### src/rtl/decode_stage.sv
// RV32I DECODE stage: drives the register-file read port, decodes the fetched
// instruction and registers control/immediate/addresses into ID/EX. A sticky
// halt FSM stops issue after ecall, ebreak or an illegal instruction.
module decode_stage (
    input  logic        clk,
    input  logic        rst,
    input  logic        if_valid_i,
    input  logic [31:0] if_pc_i,
    input  logic [31:0] if_instr_i,
    input  logic        id_stall_i,
    input  logic        id_flush_i,
    output logic        rs_rd_en_o,
    output logic [4:0]  rs1_o,
    output logic [4:0]  rs2_o,
    output logic        ex_valid_o,
    output logic [31:0] ex_pc_o,
    output logic [4:0]  ex_rd_o,
    output logic [4:0]  ex_rs1_o,
    output logic [4:0]  ex_rs2_o,
    output logic [31:0] ex_imm_o,
    output logic [3:0]  ex_alu_op_o,
    output logic        ex_alu_src_imm_o,
    output logic        ex_alu_src_pc_o,
    output logic        ex_mem_rd_o,
    output logic        ex_mem_wr_o,
    output logic [2:0]  ex_mem_size_o,
    output logic        ex_rd_wr_en_o,
    output logic [1:0]  ex_wb_sel_o,
    output logic        ex_branch_o,
    output logic        ex_jal_o,
    output logic        ex_jalr_o,
    output logic        ex_illegal_o,
    output logic        ex_halt_o,
    output logic        halted_o
);

    localparam logic [6:0] OpcLoad   = 7'b0000011;
    localparam logic [6:0] OpcFence  = 7'b0001111;
    localparam logic [6:0] OpcOpImm  = 7'b0010011;
    localparam logic [6:0] OpcAuipc  = 7'b0010111;
    localparam logic [6:0] OpcStore  = 7'b0100011;
    localparam logic [6:0] OpcOp     = 7'b0110011;
    localparam logic [6:0] OpcLui    = 7'b0110111;
    localparam logic [6:0] OpcBranch = 7'b1100011;
    localparam logic [6:0] OpcJalr   = 7'b1100111;
    localparam logic [6:0] OpcJal    = 7'b1101111;
    localparam logic [6:0] OpcSystem = 7'b1110011;

    localparam logic [3:0] AluAdd   = 4'd0;
    localparam logic [3:0] AluSub   = 4'd1;
    localparam logic [3:0] AluSll   = 4'd2;
    localparam logic [3:0] AluSlt   = 4'd3;
    localparam logic [3:0] AluSltu  = 4'd4;
    localparam logic [3:0] AluXor   = 4'd5;
    localparam logic [3:0] AluSrl   = 4'd6;
    localparam logic [3:0] AluSra   = 4'd7;
    localparam logic [3:0] AluOr    = 4'd8;
    localparam logic [3:0] AluAnd   = 4'd9;
    localparam logic [3:0] AluPassB = 4'd10;

    localparam logic [1:0] WbAlu = 2'd0;
    localparam logic [1:0] WbMem = 2'd1;
    localparam logic [1:0] WbPc4 = 2'd2;

    typedef enum logic {StRun, StHalt} state_e;

    typedef struct packed {
        logic        valid;
        logic [31:0] pc;
        logic [4:0]  rd;
        logic [4:0]  rs1;
        logic [4:0]  rs2;
        logic [31:0] imm;
        logic [3:0]  alu_op;
        logic        src_imm;
        logic        src_pc;
        logic        mem_rd;
        logic        mem_wr;
        logic [2:0]  mem_size;
        logic        rd_wr_en;
        logic [1:0]  wb_sel;
        logic        branch;
        logic        jal;
        logic        jalr;
        logic        illegal;
        logic        halt;
    } idex_t;

    state_e state_q, state_d;
    idex_t  idex_q, idex_d;
    idex_t  raw, dec;
    logic   illegal;
    logic   alt;
    logic [3:0] alu_fn;

    logic [6:0]  opcode;
    logic [2:0]  funct3;
    logic [6:0]  funct7;
    logic        f7_zero;
    logic        f7_alt;
    logic [31:0] imm_i, imm_s, imm_b, imm_u, imm_j;

    assign opcode  = if_instr_i[6:0];
    assign funct3  = if_instr_i[14:12];
    assign funct7  = if_instr_i[31:25];
    assign f7_zero = (funct7 == 7'b0000000);
    assign f7_alt  = (funct7 == 7'b0100000);

    assign imm_i = {{20{if_instr_i[31]}}, if_instr_i[31:20]};
    assign imm_s = {{20{if_instr_i[31]}}, if_instr_i[31:25], if_instr_i[11:7]};
    assign imm_b = {{19{if_instr_i[31]}}, if_instr_i[31], if_instr_i[7],
                    if_instr_i[30:25], if_instr_i[11:8], 1'b0};
    assign imm_u = {if_instr_i[31:12], 12'd0};
    assign imm_j = {{11{if_instr_i[31]}}, if_instr_i[31], if_instr_i[19:12],
                    if_instr_i[20], if_instr_i[30:21], 1'b0};

    assign rs1_o = if_instr_i[19:15];
    assign rs2_o = if_instr_i[24:20];

    // ALU function from funct3; the funct7 alternate bit only matters for OP and shift-right imm
    always_comb begin
        alt    = f7_alt && ((opcode == OpcOp) || (funct3 == 3'b101));
        alu_fn = AluAdd;
        case (funct3)
            3'b000:  alu_fn = alt ? AluSub : AluAdd;
            3'b001:  alu_fn = AluSll;
            3'b010:  alu_fn = AluSlt;
            3'b011:  alu_fn = AluSltu;
            3'b100:  alu_fn = AluXor;
            3'b101:  alu_fn = alt ? AluSra : AluSrl;
            3'b110:  alu_fn = AluOr;
            default: alu_fn = AluAnd;
        endcase
    end

    // Decode the instruction word into ID/EX form, gating controls on illegal or invalid
    always_comb begin
        raw       = '0;
        raw.valid = if_valid_i;
        raw.pc    = if_pc_i;
        raw.rd    = if_instr_i[11:7];
        raw.rs1   = if_instr_i[19:15];
        raw.rs2   = if_instr_i[24:20];
        illegal   = 1'b0;
        case (opcode)
            OpcOp: begin
                raw.alu_op   = alu_fn;
                raw.rd_wr_en = 1'b1;
                raw.wb_sel   = WbAlu;
                illegal = !(f7_zero || (f7_alt && ((funct3 == 3'b000) || (funct3 == 3'b101))));
            end
            OpcOpImm: begin
                raw.imm      = imm_i;
                raw.alu_op   = alu_fn;
                raw.src_imm  = 1'b1;
                raw.rd_wr_en = 1'b1;
                raw.wb_sel   = WbAlu;
                illegal = ((funct3 == 3'b001) && !f7_zero) ||
                          ((funct3 == 3'b101) && !f7_zero && !f7_alt);
            end
            OpcLui: begin
                raw.imm      = imm_u;
                raw.alu_op   = AluPassB;
                raw.src_imm  = 1'b1;
                raw.rd_wr_en = 1'b1;
            end
            OpcAuipc: begin
                raw.imm      = imm_u;
                raw.alu_op   = AluAdd;
                raw.src_pc   = 1'b1;
                raw.src_imm  = 1'b1;
                raw.rd_wr_en = 1'b1;
            end
            OpcJal: begin
                raw.imm      = imm_j;
                raw.alu_op   = AluAdd;
                raw.src_pc   = 1'b1;
                raw.src_imm  = 1'b1;
                raw.rd_wr_en = 1'b1;
                raw.wb_sel   = WbPc4;
                raw.jal      = 1'b1;
            end
            OpcJalr: begin
                raw.imm      = imm_i;
                raw.alu_op   = AluAdd;
                raw.src_imm  = 1'b1;
                raw.rd_wr_en = 1'b1;
                raw.wb_sel   = WbPc4;
                raw.jalr     = 1'b1;
                illegal      = (funct3 != 3'b000);
            end
            OpcBranch: begin
                raw.imm      = imm_b;
                raw.alu_op   = AluSub;
                raw.branch   = 1'b1;
                raw.mem_size = funct3;
                illegal      = (funct3 == 3'b010) || (funct3 == 3'b011);
            end
            OpcLoad: begin
                raw.imm      = imm_i;
                raw.alu_op   = AluAdd;
                raw.src_imm  = 1'b1;
                raw.mem_rd   = 1'b1;
                raw.mem_size = funct3;
                raw.rd_wr_en = 1'b1;
                raw.wb_sel   = WbMem;
                illegal      = (funct3 == 3'b011) || (funct3 == 3'b110) || (funct3 == 3'b111);
            end
            OpcStore: begin
                raw.imm      = imm_s;
                raw.alu_op   = AluAdd;
                raw.src_imm  = 1'b1;
                raw.mem_wr   = 1'b1;
                raw.mem_size = funct3;
                illegal      = (funct3[2] == 1'b1) || (funct3 == 3'b011);
            end
            OpcFence: begin
                raw.alu_op = AluAdd;
            end
            OpcSystem: begin
                if ((if_instr_i == 32'h0000_0073) || (if_instr_i == 32'h0010_0073)) begin
                    raw.halt = 1'b1;
                end else begin
                    illegal = 1'b1;
                end
            end
            default: illegal = 1'b1;
        endcase

        dec = raw;
        // Illegal or invalid slots keep their data fields but lose every control bit
        if (illegal || !if_valid_i) begin
            dec         = '0;
            dec.valid   = raw.valid;
            dec.pc      = raw.pc;
            dec.rd      = raw.rd;
            dec.rs1     = raw.rs1;
            dec.rs2     = raw.rs2;
            dec.imm     = raw.imm;
            dec.illegal = illegal && if_valid_i;
        end
        if (raw.rd == 5'd0) begin
            dec.rd_wr_en = 1'b0;
        end
    end

    // ID/EX next state: flush beats stall beats halt-bubble beats load
    always_comb begin
        idex_d = idex_q;
        if (id_flush_i) begin
            idex_d = '0;
        end else if (id_stall_i) begin
            idex_d = idex_q;
        end else if (state_q == StHalt) begin
            idex_d = '0;
        end else begin
            idex_d = dec;
        end
    end

    // ID/EX pipeline register
    always_ff @(posedge clk or posedge rst) begin
        if (rst) begin
            idex_q <= '0;
        end else begin
            idex_q <= idex_d;
        end
    end

    // Halt FSM state register
    always_ff @(posedge clk or posedge rst) begin
        if (rst) begin
            state_q <= StRun;
        end else begin
            state_q <= state_d;
        end
    end

    // Halt FSM next state and read-port/halt outputs
    always_comb begin
        state_d    = state_q;
        rs_rd_en_o = 1'b0;
        halted_o   = 1'b0;
        case (state_q)
            StRun: begin
                rs_rd_en_o = !id_stall_i;
                if (!id_flush_i && !id_stall_i && dec.valid && (dec.halt || dec.illegal)) begin
                    state_d = StHalt;
                end
            end
            default: begin
                halted_o = 1'b1;
            end
        endcase
    end

    assign ex_valid_o       = idex_q.valid;
    assign ex_pc_o          = idex_q.pc;
    assign ex_rd_o          = idex_q.rd;
    assign ex_rs1_o         = idex_q.rs1;
    assign ex_rs2_o         = idex_q.rs2;
    assign ex_imm_o         = idex_q.imm;
    assign ex_alu_op_o      = idex_q.alu_op;
    assign ex_alu_src_imm_o = idex_q.src_imm;
    assign ex_alu_src_pc_o  = idex_q.src_pc;
    assign ex_mem_rd_o      = idex_q.mem_rd;
    assign ex_mem_wr_o      = idex_q.mem_wr;
    assign ex_mem_size_o    = idex_q.mem_size;
    assign ex_rd_wr_en_o    = idex_q.rd_wr_en;
    assign ex_wb_sel_o      = idex_q.wb_sel;
    assign ex_branch_o      = idex_q.branch;
    assign ex_jal_o         = idex_q.jal;
    assign ex_jalr_o        = idex_q.jalr;
    assign ex_illegal_o     = idex_q.illegal;
    assign ex_halt_o        = idex_q.halt;

endmodule
### config.mk
export PLATFORM = sky130hd
export DESIGN_NAME = decode_stage
export DESIGN_NICKNAME = d
export VERILOG_FILES = /design/src/rtl/decode_stage.sv
export SDC_FILE = /design/constraint.sdc
export NUM_CORES = 1
export LEC_CHECK = 0
export ABC_AREA = 0
export CAP_MARGIN = 20
export CORE_UTILIZATION = 40
export CTS_BUF_LIST = sky130_fd_sc_hd__clkbuf_8
export DETAILED_ROUTE_END_ITERATION = 10
export PLACE_DENSITY = 0.76
export SKIP_CTS_REPAIR_TIMING = 1
export SYNTH_ARGS = -nofsm -noshare
export SYNTH_HDL_FRONTEND = slang
export SYNTH_SLANG_ARGS = --single-unit
### constraint.sdc
create_clock -name clk -period 4.4 [get_ports clk]
set_input_delay 0.44 -clock clk [delete_from_list [all_inputs] [get_ports clk]]
set_output_delay 0.44 -clock clk [all_outputs]
set_load 0.05 [all_outputs]
Word-level counts from Yosys, hierarchy flattened
Cells that the tools add are included.

Register bits: 100. Bits of input ports: 69. Output and inout bits: 111. Logic and storage cells: 109.

Eq/ne operators: 22. Multiplexer cells: 28. Reduce and logical (&&, ||, !) cells: 39.

Operators with widths (count): 99-bit 2-to-1 mux (3); 32-bit case mux with 5 select lines (1); 32-bit by 21-bit equality test with 1-bit output, second input constant (1); 32-bit by 7-bit equality test with 1-bit output, second input constant (1); 7-bit by 6-bit equality test with 1-bit output, second input constant (4); 7-bit equality test, second input constant (4); 4-bit case mux with 7 select lines (1); 19-bit 2-to-1 mux (1); 1-bit 2-to-1 mux (18); 7-bit by 5-bit equality test with 1-bit output, second input constant (2); 7-bit OR reduction (2); 3-bit equality test, second input constant (4); 4-bit case mux with 3 select lines (1); 1-bit logical OR (11); 1-bit logical AND (9); 1-bit case mux with 8 select lines (1); 2-bit OR reduction (4); 7-bit by 2-bit equality test with 1-bit output, second input constant (1); 7-bit by 4-bit equality test with 1-bit output, second input constant (1); 7-bit logical NOT (1); 3-bit by 2-bit equality test with 1-bit output, second input constant (2); 1-bit logical NOT (6); 3-bit OR reduction (2); 5-bit logical NOT (1); 7 further kinds (7).

Depth between registers and ports, before layout
Depth in word-level cells: 12. Mapped depth: 7. Depth with buffers taken out: 5.

Least setup slack after synthesis
No wires, ideal clock.

Path kind: reg2reg. Start point: register state_q. End point: register idex_q, in the netlist ex_alu_op_o[0]. Library setup time: 95 ps. Arrival time: 2012 ps. Required time: 4305 ps. Path slack: 2292 ps. Stages on the path, launching flop included: 8. Path buffers: 2. Period minus slack after synthesis: 2108 ps. Cells stage by stage: dfrtp_1 -> clkbuf_1 -> or3_1 -> buf_2 -> or3_1 -> nor2_1 -> a31oi_1 -> o31ai_1.

Word-level cells in the longest chain between the ends: 3.

RTL lines: start, declared (line 89) `state_e state_q, state_d;`; start signal, assigned (line 273) `state_q <= StRun;`; start signal, assigned (line 275) `state_q <= state_d;`; 99-bit 2-to-1 mux (line 254) `end else if (state_q == StHalt) begin`; 99-bit 2-to-1 mux (line 252) `end else if (id_stall_i) begin`; 99-bit 2-to-1 mux (line 250) `if (id_flush_i) begin`; end signal, assigned (line 266) `idex_q <= idex_d;`; end, declared (line 90) `idex_t idex_q, idex_d;`.

Every way passes these cells. The select of a mux whose other input is x is not followed. A chain may end at the register's enable or synchronous reset.

Worst setup path after layout
Start point: input if_instr_i[3]. End point: register idex_q, in the netlist ex_imm_o[28].

Word-level cells in the longest chain between the ends: 6. Elaborated cells between the ends (all ways): 14. Those cells by class: eq/ne (8); mux (4); reduce/logical (2).

RTL lines: start, declared (line 9) `input logic [31:0] if_instr_i,`; 7-bit by 2-bit equality test with 1-bit output, or another cell as far along (line 145) `case (opcode)`; 3-bit OR reduction (no line) or 2-bit OR reduction (tied branches); 32-bit case mux with 5 select lines * (line 145); 99-bit 2-to-1 mux * (line 254); 99-bit 2-to-1 mux * (line 252); 99-bit 2-to-1 mux * (line 250).

Mark *: on every way between the ends. The rest lies on a longest branch, timed or not. The select of a mux whose other input is x is not followed.

==> summary.md <==
Critical path data required time: 4.71 ns. The floorplan has 37 rows. The flop and latch count out of synthesis is 99. Using the TritonRoute via totals, the vias-per-cell ratio works out to 5.76.

Leading area contributor after synthesis: dfrtp_1. The number of enable-type register cells in the synthesized netlist came out at 0. The finished layout holds 690 standard cells, fillers aside. The switching share of total power came out at 0.277. The run gives 0.418 as the starting density of the core. The maximum clock skew at final layout came out at 0.00523 ns. Setup repair after global routing left no endpoint under its margin. For flop-to-flop paths, the worst setup slack is 2.39 ns. The number of warnings issued by yosys came out at 0. The routed layout has 3972 vias. Averaged over all synthesized cells, the footprint is 11.0 sq um. The post-layout net count is 618. The sequential fraction of design power came out at 0.521. The mapped netlist covers 0.00435 sq mm. TritonCTS built the clock tree. Traced cell by cell, the critical path runs through clkdlybuf4s50_1 > nand4bb_1 > nor2_1 > o21a_1 > and2_1 > a221o_1. The number of max-capacitance violations reported was 0. After clock tree synthesis, the clock-pin slew on the worst setup and hold paths is 0.10 ns. The min-delay analysis places its worst path in the category register to register. Entering global routing, the biggest net connects 71 pins. The logic gate share of total power was 0.152; the proportion of register bits with asynchronous set or reset after synthesis was 1.00. The root buffer cell chosen for the clock tree is clkbuf_8.

Synthesis produced 394 cells. The sequential area share after synthesis is 0.570, and the number of placed I/O pins is 180. The H-tree generated during clock tree synthesis spans 3 levels. Start point of the worst hold path: ex_imm_o[1]. The worst-path maximum fanout is 13, and the residual overflow from global routing is 0. The commonest cells after synthesis are dfrtp_1 (99), a22o_1 (53), nand2_1 (43), o21ai_0 (20), clkbuf_1 (15).

Ranked by total cell area, the synthesized netlist is headed by dfrtp_1 (57%), a22o_1 (11%), nand2_1 (3.7%). The maximum operating frequency came out at 348 MHz. After detailed routing, the number of remaining DRC violations is 0.

Clock tree synthesis inserted a total of 9 buffers. The number of inserted diodes is 0, and the largest stage delay on the critical path is 0.69 ns. The global-route usage over all layers is 0.242. The launch point of the worst reg-to-reg path is state_q.

The number of global-route vias before repair is 3859, and the area overhead of the layout relative to synthesis is 46.1%. At the worst endpoint, the arrival time is 3.18 ns. Summed over all failing endpoints, the final setup total negative slack is 0 ns. The minimum clock period after layout is 2.88 ns. Measured along the y axis, the die boundary spans 106 microns. The tools report the core footprint as 0.0104 sq mm. The first global-routing pass estimated 21.1 mm of wire. STA classifies the critical path startpoint as a primary input. The total of endpoints with negative setup slack in the final report is 0, and the leakage dissipation is 2.68 nW. The logs give 0.0113 sq mm for the full die area and 275 for the detailed router's first-iteration violation count. The run finished with clean final reports. Fill cells in the final layout number 874.

STA classifies the critical path endpoint as a register. Including well taps, the total number of placed cells is 672. The detail route stage leaves a number of antenna-violating nets equal to 0. The congestion estimate from routability-driven global placement came to 0.944. The number of cells traversed by the worst register-to-register path works out to 5. Summed over all nets, the switching power comes to 0.494 mW. The final-report max-slew violation count was 0. The run gives 0 as the number of antenna violations at the first check in global routing. After detailed routing, the total wire length is 13.5 mm. The run gives 2 as the maximum count of clock buffers along a single path. The number of sinks handled by clock tree synthesis came out at 99. The share of post-route cells with drive strength above 1 was 0.0523. The placed wire-length estimate was 9.66 mm.

For the pin with the worst max-slew slack, the measured transition is 0.865 ns. The setup path with the least slack is of type primary input to register. The hold violation total from the final report is 0.

In the synthesized netlist the dominant register cell turns out to be dfrtp_1. VDD sags by at most 0.000141 V. Before antenna repair, the detailed router went through 5 iterations.

End point of the worst hold path: ex_imm_o[1]. The worst hold path was traced through 2 stages. Clock latency on the worst-skew pair, taken at its later pin, is 0.36 ns. The reg-to-reg endpoint was ex_alu_op_o[0]. The fraction of post-synthesis cell area in the top cell type by area was 0.570; the relative slew slack was 0.423.

The library cell with the highest instance count after synthesis is dfrtp_1. From left edge to right edge, the die measures 106 microns. Among all stages on the critical path, the largest delay is contributed by nor2_1. Fraction of the cycle the final worst path needs: 0.653.

Input and output buffers added on the ports amount to 179. Dividing the detail-routed wire length by the instance count gives 19.6 microns. The worst hold-check slack was 0.492 ns.

After synthesis, the netlist uses 50 different library cells. The power per cell area is 281 mW/mm^2. Internal power contribution: 1.29 mW.

Synthesis produced a netlist with a net count of 463. The tools report the clock power share as 0.327.
power groups by stage:
| stage | Sequential, mW | Combinational [mW] | Clock (mW) |
|---|---|---|---|
| detailed placement | 0.947 | 0.270 | 0 |
| CTS | 0.929 | 0.272 | 0.593 |
| global placement | 0.946 | 0.268 | 0 |
| floorplan | 0.987 | 0.102 | 0 |
| finish | 0.929 | 0.271 | 0.582 |
| global route | 0.931 | 0.287 | 0.631 |
worst max-delay path, delay by kind of cell:
family                 cells  cell delay [ns]
buffers and inverters      1             0.51
AND/OR/NAND/NOR            3             1.65
AO/OA/AOI/OAI              2             0.58
worst max-delay path by stage:
stage / startpoint / endpoint / slack [ns] / cells past startpoint
floorplan: rst / ex_alu_op_o[0] / 1.37 / 1
global placement: if_instr_i[3] / ex_imm_o[22] / 1.36 / 6
global route: if_instr_i[3] / ex_imm_o[29] / 1.21 / 6
detailed placement: if_instr_i[3] / ex_imm_o[28] / 1.20 / 6
finish: if_instr_i[3] / ex_imm_o[28] / 1.52 / 6
CTS: if_instr_i[3] / ex_imm_o[27] / 1.60 / 6
layer usage:
| layer | vias to the layer above | global-route usage | wire (microns) |
|---|---|---|---|
| li1 | 1769 | - | - |
| met5 | - | 0 | 0 |
| met4 | 0 | 0.0942 | 283 |
| met2 | 203 | 0.384 | 6410 |
| met3 | 25 | 0.0429 | 1050 |
| met1 | 1975 | 0.328 | 5800 |
layout by cell type (no fill, tap or decap), types with 2 or more instances in the layout:
master | synthesis | final
a211o_1 | 2 | 2
a21o_1 | 4 | 4
a21oi_1 | 10 | 10
a221o_1 | 10 | 10
a22o_1 | 53 | 53
a22oi_1 | 4 | 4
a31oi_1 | 2 | 2
a32oi_1 | 3 | 3
and2_1 | 2 | 2
buf_2 | 7 | 2
buf_4 | 13 | 3
clkbuf_8 | 0 | 9
clkdlybuf4s50_1 | 0 | 179
clkinv_2 | 0 | 2
dfrtp_1 | 99 | 99
inv_1 | 6 | 6
mux2i_1 | 2 | 2
nand2_1 | 43 | 43
nand2b_1 | 6 | 6
nand3_1 | 9 | 9
nand4_1 | 6 | 6
nand4b_1 | 2 | 2
nor2_1 | 12 | 12
nor2b_1 | 3 | 2
nor3_1 | 8 | 7
nor3_2 | 1 | 2
nor4_1 | 5 | 5
o21a_1 | 2 | 2
o21ai_0 | 20 | 20
o21ai_1 | 9 | 9
o31ai_1 | 9 | 9
or3_1 | 3 | 3
per-stage QoR:
step / power, mW / util / area, sq um / setup WS [ns]
after global routing: 1.85 / 0.610 / 6350 / 1.21
after CTS: 1.79 / 0.609 / 6340 / 1.60
after detailed placement: 1.22 / 0.590 / 6150 / 1.20
after floorplan: 1.09 / - / 4350 / 1.37
after global placement: 1.21 / 0.590 / 6150 / 1.36
final: 1.78 / 0.610 / 6350 / 1.52
layout make-up:
class                   instances  area [sq um]  share of cell area
inverters                       6          25.0             0.00394
clock inverters                 7          68.8              0.0108
clock buffers                   9           124              0.0195
repair buffers                185          1840               0.290
multi-input cells             248          1640               0.259
flip-flops and latches         99          2480               0.390
well taps                     136           170              0.0268
state kept, by name, summed over array words and instances (netlist names), 2 cells and up:
register and flops:
ex_rs2_o 5, ex_rd_o 5, ex_mem_size_o 3, ex_pc_o 32
ex_wb_sel_o 2, ex_imm_o 32, ex_rs1_o 5, ex_alu_op_o 4
cell families after synthesis:
group | Yosys count | synth area share
DFF | 99 | 0.570
muxes | 2 | 0.00460
AOI/OAI and AO/OA | 138 | 0.243
buffers and inverters | 47 | 0.0555
xor gates and xnor gates | 1 | 0.00201
and+or+nand+nor | 107 | 0.125
No activity file was read; power rests on OpenSTA's default activity.
